`src/rtl/math_booth_pkg.sv`:
```
// Shared types and helpers for the sequential radix-4 Booth multiplier.
package math_booth_pkg;

  typedef enum logic [1:0] {
    IDLE = 2'd0,
    BUSY = 2'd1,
    DONE = 2'd2
  } state_t;

  typedef enum logic [2:0] {
    ZERO = 3'd0,
    POS1 = 3'd1,
    POS2 = 3'd2,
    NEG1 = 3'd3,
    NEG2 = 3'd4
  } booth_sel_t;

  // Number of Booth groups needed for an N-bit operand extended to N+1 bits.
  function automatic int unsigned booth_groups(input int unsigned n);
    return (n + 2) / 2;
  endfunction

  function automatic booth_sel_t booth_decode(input logic [2:0] grp);
    booth_sel_t sel;
    case (grp)
      3'b001, 3'b010: sel = POS1;
      3'b011:         sel = POS2;
      3'b100:         sel = NEG2;
      3'b101, 3'b110: sel = NEG1;
      default:        sel = ZERO;
    endcase
    return sel;
  endfunction

endpackage

```
`src/rtl/math_multiplier_booth_radix_4_seq_if.sv`:
```
// Request/response bundle for the sequential Booth multiplier.
interface math_multiplier_booth_radix_4_seq_if #(
  parameter int unsigned N = 8
);
  logic             i_valid;
  logic             o_ready;
  logic             i_signed;
  logic [N-1:0]     i_multiplier;
  logic [N-1:0]     i_multiplicand;
  logic             o_valid;
  logic             i_ready;
  logic [2*N-1:0]   o_product;
  logic             o_busy;

  modport slave (
    input  i_valid, i_signed, i_multiplier, i_multiplicand, i_ready,
    output o_ready, o_valid, o_product, o_busy
  );

  modport master (
    output i_valid, i_signed, i_multiplier, i_multiplicand, i_ready,
    input  o_ready, o_valid, o_product, o_busy
  );
endinterface

```
`src/rtl/math_booth_r4_pp_gen.sv`:
```
// Radix-4 Booth partial-product generator for one 3-bit group.
module math_booth_r4_pp_gen
  import math_booth_pkg::*;
#(
  parameter int unsigned N = 8
) (
  input  logic [2:0]        grp,
  input  logic [N:0]        mcand,
  output logic signed [N+1:0] pp
);

  logic signed [N+1:0] a1;
  logic signed [N+1:0] a2;
  booth_sel_t          sel;

  // The extended multiplicand never reaches -2^N, so -2A always fits in N+2 bits.
  always_comb begin
    a1  = {mcand[N], mcand};
    a2  = {mcand, 1'b0};
    sel = booth_decode(grp);
    pp  = '0;
    case (sel)
      POS1:    pp = a1;
      POS2:    pp = a2;
      NEG1:    pp = -a1;
      NEG2:    pp = -a2;
      default: pp = '0;
    endcase
  end

endmodule

```
`src/rtl/math_multiplier_booth_radix_4_seq.sv`:
```
// Iterative radix-4 Booth multiplier: one Booth group retired per clock.
module math_multiplier_booth_radix_4_seq
  import math_booth_pkg::*;
#(
  parameter int unsigned N = 8
) (
  input logic                              i_clk,
  input logic                              i_rst_n,
  math_multiplier_booth_radix_4_seq_if.slave bus
);

  localparam int unsigned G     = booth_groups(N);
  localparam int unsigned OP_W  = N + 1;
  localparam int unsigned M_W   = 2 * G + 1;
  localparam int unsigned ACC_W = 2 * N + 2;
  localparam int unsigned P_W   = 2 * N;
  localparam int unsigned CNT_W = $clog2(G);

  state_t                   state_q, state_d;
  logic [ACC_W-1:0]         acc_q, acc_d;
  logic [CNT_W-1:0]         cnt_q, cnt_d;
  logic [M_W-1:0]           mreg_q, mreg_d;
  logic [OP_W-1:0]          mcand_q, mcand_d;
  logic [P_W-1:0]           product_q, product_d;
  logic                     ready_q, ready_d;
  logic                     valid_q, valid_d;
  logic                     busy_q, busy_d;

  logic [OP_W-1:0]          mult_x;
  logic [OP_W-1:0]          mcand_x;
  logic signed [OP_W:0]     m_app;
  logic signed [N+1:0]      pp;
  logic [ACC_W-1:0]         pp_ext;

  // Operand extension: sign or zero extend by mode, then append the Booth LSB.
  assign mult_x  = {bus.i_signed & bus.i_multiplier[N-1], bus.i_multiplier};
  assign mcand_x = {bus.i_signed & bus.i_multiplicand[N-1], bus.i_multiplicand};
  assign m_app   = {mult_x, 1'b0};

  math_booth_r4_pp_gen #(.N(N)) u_pp_gen (
    .grp   (mreg_q[2:0]),
    .mcand (mcand_q),
    .pp    (pp)
  );

  // Multiplier register shifts by two per step, so the active group is always bits [2:0].
  assign pp_ext = ACC_W'(pp) << {cnt_q, 1'b0};

  always_comb begin
    state_d   = state_q;
    acc_d     = acc_q;
    cnt_d     = cnt_q;
    mreg_d    = mreg_q;
    mcand_d   = mcand_q;
    product_d = product_q;
    case (state_q)
      IDLE: begin
        if (bus.i_valid && ready_q) begin
          state_d = BUSY;
          acc_d   = '0;
          cnt_d   = '0;
          mreg_d  = M_W'(m_app);
          mcand_d = mcand_x;
        end
      end
      BUSY: begin
        acc_d  = acc_q + pp_ext;
        cnt_d  = cnt_q + CNT_W'(1);
        mreg_d = mreg_q >> 2;
        if (cnt_q == CNT_W'(G - 1)) begin
          state_d   = DONE;
          product_d = acc_d[P_W-1:0];
        end
      end
      DONE: begin
        if (bus.i_ready) begin
          state_d = IDLE;
        end
      end
      default: state_d = IDLE;
    endcase
    ready_d = (state_d == IDLE);
    valid_d = (state_d == DONE);
    busy_d  = (state_d != IDLE);
  end

  always_ff @(posedge i_clk or negedge i_rst_n) begin
    if (!i_rst_n) begin
      state_q   <= IDLE;
      acc_q     <= '0;
      cnt_q     <= '0;
      mreg_q    <= '0;
      mcand_q   <= '0;
      product_q <= '0;
      ready_q   <= 1'b1;
      valid_q   <= 1'b0;
      busy_q    <= 1'b0;
    end else begin
      state_q   <= state_d;
      acc_q     <= acc_d;
      cnt_q     <= cnt_d;
      mreg_q    <= mreg_d;
      mcand_q   <= mcand_d;
      product_q <= product_d;
      ready_q   <= ready_d;
      valid_q   <= valid_d;
      busy_q    <= busy_d;
    end
  end

  assign bus.o_ready   = ready_q;
  assign bus.o_valid   = valid_q;
  assign bus.o_busy    = busy_q;
  assign bus.o_product = product_q;

endmodule

```
`src/flat_wrapper.sv`:
```
// flat-port wrapper written by rule: the top's interface ports become plain ports
module math_multiplier_booth_radix_4_seq_flat import math_booth_pkg::*;
#(
  parameter int unsigned N = 8
)
  (i_clk, i_rst_n, bus_i_valid, bus_i_signed, bus_i_multiplier, bus_i_multiplicand, bus_i_ready, bus_o_ready, bus_o_valid, bus_o_product, bus_o_busy);
  math_multiplier_booth_radix_4_seq_if #(.N(N)) bus_i ();
  input logic i_clk;
  input logic i_rst_n;
  input wire logic [$bits(bus_i.i_valid)-1:0] bus_i_valid;
  input wire logic [$bits(bus_i.i_signed)-1:0] bus_i_signed;
  input wire logic [$bits(bus_i.i_multiplier)-1:0] bus_i_multiplier;
  input wire logic [$bits(bus_i.i_multiplicand)-1:0] bus_i_multiplicand;
  input wire logic [$bits(bus_i.i_ready)-1:0] bus_i_ready;
  output wire logic [$bits(bus_i.o_ready)-1:0] bus_o_ready;
  output wire logic [$bits(bus_i.o_valid)-1:0] bus_o_valid;
  output wire logic [$bits(bus_i.o_product)-1:0] bus_o_product;
  output wire logic [$bits(bus_i.o_busy)-1:0] bus_o_busy;
  assign bus_i.i_valid = bus_i_valid;
  assign bus_i.i_signed = bus_i_signed;
  assign bus_i.i_multiplier = bus_i_multiplier;
  assign bus_i.i_multiplicand = bus_i_multiplicand;
  assign bus_i.i_ready = bus_i_ready;
  assign bus_o_ready = bus_i.o_ready;
  assign bus_o_valid = bus_i.o_valid;
  assign bus_o_product = bus_i.o_product;
  assign bus_o_busy = bus_i.o_busy;
  math_multiplier_booth_radix_4_seq #(.N(N)) u_core (.i_clk(i_clk), .i_rst_n(i_rst_n), .bus(bus_i));
endmodule
```
`config.mk`:
```
export PLATFORM = sky130hd
export DESIGN_NAME = math_multiplier_booth_radix_4_seq_flat
export DESIGN_NICKNAME = d
export VERILOG_FILES = /design/src/rtl/math_booth_pkg.sv /design/src/rtl/math_multiplier_booth_radix_4_seq_if.sv /design/src/rtl/math_booth_r4_pp_gen.sv /design/src/rtl/math_multiplier_booth_radix_4_seq.sv /design/src/flat_wrapper.sv
export SDC_FILE = /design/constraint.sdc
export NUM_CORES = 1
export LEC_CHECK = 0
export ABC_CLOCK_PERIOD_IN_PS = 7700
export CAP_MARGIN = 10
export CORE_ASPECT_RATIO = 1.2
export CORE_MARGIN = 2
export CORE_UTILIZATION = 47
export CTS_CLUSTER_DIAMETER = 200
export CTS_CLUSTER_SIZE = 16
export DETAILED_ROUTE_END_ITERATION = 12
export PLACE_DENSITY_LB_ADDON = 0.08
export SLEW_MARGIN = 20
export SYNTH_ARGS = -nofsm -noshare
export SYNTH_HDL_FRONTEND = slang
export SYNTH_SLANG_ARGS = --single-unit
```
`constraint.sdc`:
```
create_clock -name i_clk -period 7.7 [get_ports i_clk]
set_input_delay 1.54 -clock i_clk [delete_from_list [all_inputs] [get_ports i_clk]]
set_output_delay 1.54 -clock i_clk [all_outputs]
set_load 0.1 [all_outputs]
```
* Word level (Yosys, flattened, before mapping)
Index checks and enable logic that the tools add are counted.
** Operators by class
- $add $sub $neg :: 4
- Equal/unequal tests :: 15
- Shifts and indexed selects :: 1
- Mux-type cells :: 12
- Bitwise operators :: 2
- Reductions and logical operators :: 10
** Operator list (number)
- 10-bit case mux with 4 select lines :: 1
- 18-bit case mux with 2 select lines :: 1
- 11-bit case mux with 2 select lines :: 1
- 18-bit adder :: 1
- 18-bit 2-to-1 mux :: 1
- 18-bit by 4-bit << shifter with 18-bit output :: 1
- 3-bit equality test (second input constant) :: 5
- 3-bit by 2-bit equality test with 1-bit output (second input constant) :: 4
- 3-bit case mux with 4 select lines :: 1
- 11-bit 2-to-1 mux :: 1
- 10-bit negator :: 1
- 9-bit negator with 10-bit output :: 1
- 3-bit by 1-bit equality test with 1-bit output (second input constant) :: 2
- 2-bit 2-to-1 mux :: 3
- 2-bit case mux with 3 select lines :: 1
- 3-bit case mux with 2 select lines :: 1
- 2-bit AND reduction :: 3
- 2-bit equality test (second input constant) :: 2
- 2-bit logical NOT :: 2
- 2-bit nonzero test :: 2
- 2-bit OR reduction :: 2
- 3-bit by 1-bit adder with 3-bit output (second input constant) :: 1
- 3-bit 2-to-1 mux :: 1
- 1-bit AND :: 2
- 3 further kinds :: 3
** Word-level totals
- Register bits :: 62
- Input port bits :: 21
- Output and inout port bits :: 19
- Word-level logic and storage cells :: 53

* Longest topological paths before layout
- Depth after elaboration :: 8
- Mapped depth :: 19

* Cells and area by module
A second synthesis with hierarchy kept.
** Unflattened totals
- Cell total of the unflattened synthesis :: 462
- Area, all modules :: 3922.5 um2
** Modules (own cells, without submodules)
- math_multiplier_booth_radix_4_seq :: instances 1, cells an instance 375, area each 3374.5 um2
- math_booth_r4_pp_gen :: instances 1, cells an instance 87, area each 548.0 um2

* Worst setup path after synthesis
No wires, ideal clock.
- Path kind :: register to register
- From :: reg u_core.mcand_q[0]
- To :: reg u_core.acc_q[15]
- Setup time :: 0.137 ns
- Data arrival time :: 3.608 ns
- Required time :: 7.563 ns
- Setup slack :: 3.955 ns
- Stages on the path, launching flop included :: 20
- Path through :: dfrtp_1 -> inv_1 -> ha_1 -> or4b_4 -> o21ai_0 -> xor2_1 -> o211ai_1 -> o21ai_0 -> o22ai_1 -> o21ai_0 -> nor2_1 -> ha_1 -> or3_1 -> nor2_1 -> o21ai_0 -> nor3b_1 -> a221oi_1 -> nor2_1 -> o21ai_2 -> o311ai_1
** On the way
- Longest elaborated chain between the ends :: 5
** RTL lines
- start: declaration :: line math_multiplier_booth_radix_4_seq.sv:23 : logic [OP_W-1:0] mcand_q, mcand_d;
- start signal: assignment :: line math_multiplier_booth_radix_4_seq.sv:103 : mcand_q <= mcand_d;
- 10-bit negator / 9-bit negator with 10-bit output (equally long branches) :: line math_booth_r4_pp_gen.sv:26, math_booth_r4_pp_gen.sv:25
- 10-bit case mux with 4 select lines (*) :: line math_booth_r4_pp_gen.sv:22 : case (sel)
- 18-bit by 4-bit << shifter with 18-bit output (*) :: line math_multiplier_booth_radix_4_seq.sv:47 : assign pp_ext = ACC_W'(pp) << {cnt_q, 1'b0};
- 18-bit adder (*) :: line math_multiplier_booth_radix_4_seq.sv:67 : acc_d = acc_q + pp_ext;
- 18-bit case mux with 2 select lines (*) :: line math_multiplier_booth_radix_4_seq.sv:56 : case (state_q)
- end signal: assignment :: line math_multiplier_booth_radix_4_seq.sv:90 : acc_q <= '0;
- end signal: assignment :: line math_multiplier_booth_radix_4_seq.sv:100 : acc_q <= acc_d;
- end: declaration :: line math_multiplier_booth_radix_4_seq.sv:20 : logic [ACC_W-1:0] acc_q, acc_d;
Every way passes the cells marked *; elsewhere a longest branch is shown, timed or not.
A chain may end at the register's enable or synchronous reset.

* Worst setup path in the final report
- From :: reg u_core.mreg_q[2]
- To :: reg u_core.acc_q[12]
** On the way
- Longest elaborated chain between the ends :: 8
** RTL lines
- start: declaration :: line math_multiplier_booth_radix_4_seq.sv:22 : logic [M_W-1:0] mreg_q, mreg_d;
- start signal: assignment :: line math_multiplier_booth_radix_4_seq.sv:102 : mreg_q <= mreg_d;
- 3-bit equality test, or another cell as far along :: line math_booth_pkg.sv:25 : case (grp)
- 2-bit OR reduction :: line math_booth_pkg.sv:25
- 3-bit case mux with 4 select lines (*) :: line math_booth_pkg.sv:25
- 3-bit equality test, or another cell as far along :: line math_booth_r4_pp_gen.sv:22
- 10-bit case mux with 4 select lines (*) :: line math_booth_r4_pp_gen.sv:22
- 18-bit by 4-bit << shifter with 18-bit output (*) :: line math_multiplier_booth_radix_4_seq.sv:47
- 18-bit adder (*) :: line math_multiplier_booth_radix_4_seq.sv:67
- 18-bit case mux with 2 select lines (*) :: line math_multiplier_booth_radix_4_seq.sv:56
Marks and branches as above.

==> flow_metrics.py <==
metrics = {
    "flow_run": {
        "max_cap_viol_count": 0,
    },
    "setup_path": {
        "worst_setup_path_end_kind": "flop",
        "worstReg2RegEnd": "u_core.acc_q[12]",
        "r2r.worst_path.cells": 13,
        "crit_chain": "nor3b_1, o21ai_0, o21ai_0, nand4_1, fa_1, nor2b_1, o21ai_0, a21oi_1, nor2_1, o31ai_1, a21oi_1, mux2i_1, a211o_1",
        "cp_slowest_stage_delay_ns": 0.76,
        "r2r_start": "u_core.mreg_q[2]",
        "timing.setup.critical_path_class": "reg2reg",
        "worst-endpoint-arrival_ns": 4.77,
        "cpMaxStageDelayCell": "dfrtp_1",
        "ff2ff_setup_slack_ns": 3.17,
        "path_common_cell": "o21ai_0",
        "critPathMaxFanout": 20,
        "cp.required_ns": 7.94,
        "start_kind": "flop",
    },
    "layout": {
        "regArea_um2": 1480,
        "antenna_cells_inserted": 0,
        "fillers": 762,
        "final_layout_size_suffix_gt1_frac": 0.0710,
        "syn_to_final_growth_pct": 16.1,
        "finish.net_count": 543,
        "area_of_the_multi_input_gates_um2": 2260,
    },
    "route": {
        "drt_pass1_iterations": 4,
        "routed-via-count": 3460,
        "drt_drc": 0,
        "post_drt_via_cell_ratio": 5.57,
        "ant_nets": 0,
        "average_routed_wire_per_standard_cell_um": 15.7,
        "drtIter0Drc": 211,
        "finalWirelength_um": 9770,
    },
    "synthesis": {
        "yosysTopAreaCellShare": 0.368,
        "synth_cell_types": 63,
        "synthFlopType": "dfrtp_1",
        "yosys-top-cells-count": "nand2_1, dfrtp_1, o21ai_0, nor2_1, clkbuf_1",
        "ys_seq_area_frac": 0.375,
        "synth_warnings": 0,
        "postSynthRegisterBits": 59,
        "synth_most_common_cell": "nand2_1",
        "synthTopCellsByArea": "dfrtp_1, nand2_1, o21ai_0, ha_1, nor2_1",
        "netlist_area_um2": 3940,
        "count_of_flip_flops_with_a_built_in_enable_after_synthesis": 0,
        "mapped_nets": 519,
        "avgSynthCellArea_um2": 8.23,
        "netlist.top_cell.by_area": "dfrtp_1",
        "netlist_instances": 479,
        "synth-async-reset-ratio": 1.00,
    },
    "sta": {
        "final_min_period_over_clock_period": 0.588,
        "finalSetupViolCount": 0,
        "max-slew-margin-rel": 0.349,
        "max_freq_ghz": 0.221,
        "hold_ws_ns": 0.482,
        "clock-skew-final_ns": 0.0113,
        "worst-slew-pin-transition_ns": 0.973,
        "hold_violations": 0,
        "slew_viol_final": 0,
        "rsz0062_at_grt": "false",
        "finalWorstPathRequiredPeriod_ns": 4.53,
        "tns_ns": 0,
    },
    "global_route": {
        "groute.layer.met1.usage": 0.267,
        "globalRouteMet3Util": 0.0540,
        "first_global_vias": 3470,
        "grt_overflow_total": 0,
        "grt_pass1_wl_um": 16400,
        "gr-usage-all-layers": 0.227,
        "top_usage_layer": "met2",
        "met2_track_usage_gr": 0.386,
        "number_of_antenna_violations_at_the_first_check_in_global_routing": 0,
        "grt_start_max_net_pins": 60,
    },
    "cts": {
        "cts_tree": "yes",
        "clkTransAtPathRegs_ns": 0.07,
        "cts_inserted_buffers": 9,
        "h-tree-depth": 3,
        "clock_insertion_delay_worst_skew_ns": 0.35,
        "maximum_buffer_depth_of_the_clock_tree": 2,
        "post_cts.repair.setup_buffers": 0,
        "number_of_gates_resized_after_cts": 0,
        "holdBufCountCts": 0,
        "clock_tree.root_cell": "clkbuf_8",
        "tritoncts_num_sinks": 59,
    },
    "place": {
        "dpl.hpwl_um": 6830,
        "gpl.final_weighted_congestion": 0.919,
        "buffer_ports.inserted": 39,
    },
    "min_path": {
        "min_path_cells": 2,
        "min-delay-start": "u_core.bus.o_product[2]",
        "hold_end": "u_core.bus.o_product[2]",
        "hp-class": "reg2reg",
    },
    "floorplanning": {
        "core-area_um2": 8150,
        "floorplan.initialDensity": 0.483,
        "die_width_um": 87.6,
        "floorplan.die.height_um": 104,
        "fp-row-count": 36,
        "io_pins": 40,
        "dieArea_um2": 9140,
    },
    "run_status": {
        "outcome": "complete, no violations",
    },
}
metal layers:
metal,part of all wire,wire length (um)
met5,0,0
met4,0.033,325
met3,0.041,403
met2,0.50,4840
met1,0.43,4200
worst max path at each step:
stage / startpoint / endpoint
floorplan: u_core.mcand_q[0] / u_core.acc_q[15]
global placement: u_core.mreg_q[2] / u_core.acc_q[12]
detailed placement: u_core.mcand_q[0] / u_core.acc_q[15]
CTS: u_core.mcand_q[0] / u_core.acc_q[15]
global route: u_core.mcand_q[0] / u_core.acc_q[15]
finish: u_core.mreg_q[2] / u_core.acc_q[12]
area by class of cell:
cell class / count / share of cell area
multi-input combinational: 372 / 0.494
sequential: 59 / 0.323
timing repair buffer: 43 / 0.0908
clock buffer: 12 / 0.0361
tap: 114 / 0.0312
inverter: 18 / 0.0148
clock inverter: 3 / 0.0101
metrics by stage:
stage	area, um2	utilization	instances	setup WS (ns)
5_1_grt	4580	0.561	621	2.72
2_1_floorplan	3940	-	479	3.95
3_3_place_gp	4360	0.535	606	3.41
4_1_cts	4580	0.561	621	3.23
6_report	4580	0.561	621	3.17
3_5_place_dp	4360	0.535	606	3.31
critical path, delay by kind of cell, from the launching register on:
family                   cells  cell delay, ns
AO/OA/AOI/OAI                7            1.82
AND/OR/NAND/NOR              4            1.18
flip-flops                   1            0.76
adder cells (fa/ha/maj)      1            0.48
multiplexers                 1            0.16
registers in the layout (all words and copies together), names as in the netlist:
name                  flops
u_core.acc_q             16
u_core.bus.o_product     16
u_core.mreg_q            10
u_core.mcand_q            9
u_core.cnt_q              3
u_core.state_q            2
u_core.bus.o_busy         1
u_core.bus.o_ready        1
u_core.bus.o_valid        1
cell families (layout without fill, tap and decap cells):
| group | after synthesis | in the layout | share of synthesized area |
|---|---|---|---|
| DFF | 59 | 59 | 0.375 |
| and+or+nand+nor | 194 | 194 | 0.232 |
| buffers and inverters | 48 | 76 | 0.0514 |
| xor gates and xnor gates | 21 | 21 | 0.0467 |
| adders and majority gates | 19 | 19 | 0.0622 |
| muxes | 15 | 15 | 0.0416 |
| AOI/OAI and AO/OA | 123 | 123 | 0.191 |
cell usage in the layout, fill, tap and decap left out, types with 7 or more instances in the layout:
| cell | n |
|---|---|
| nand2_1 | 77 |
| dfrtp_1 | 58 |
| o21ai_0 | 54 |
| nor2_1 | 52 |
| clkdlybuf4s50_1 | 38 |
| a21oi_1 | 18 |
| ha_1 | 18 |
| inv_1 | 16 |
| nand3_1 | 15 |
| clkbuf_8 | 12 |
| xnor2_1 | 11 |
| xor2_1 | 10 |
| mux2i_1 | 10 |
| o22ai_1 | 9 |
| nand2b_1 | 7 |
| nor3_1 | 7 |
Power is left out: the tool's default activity adds up to more than one toggle a clock period on the data nets, which glitch-free logic cannot reach.
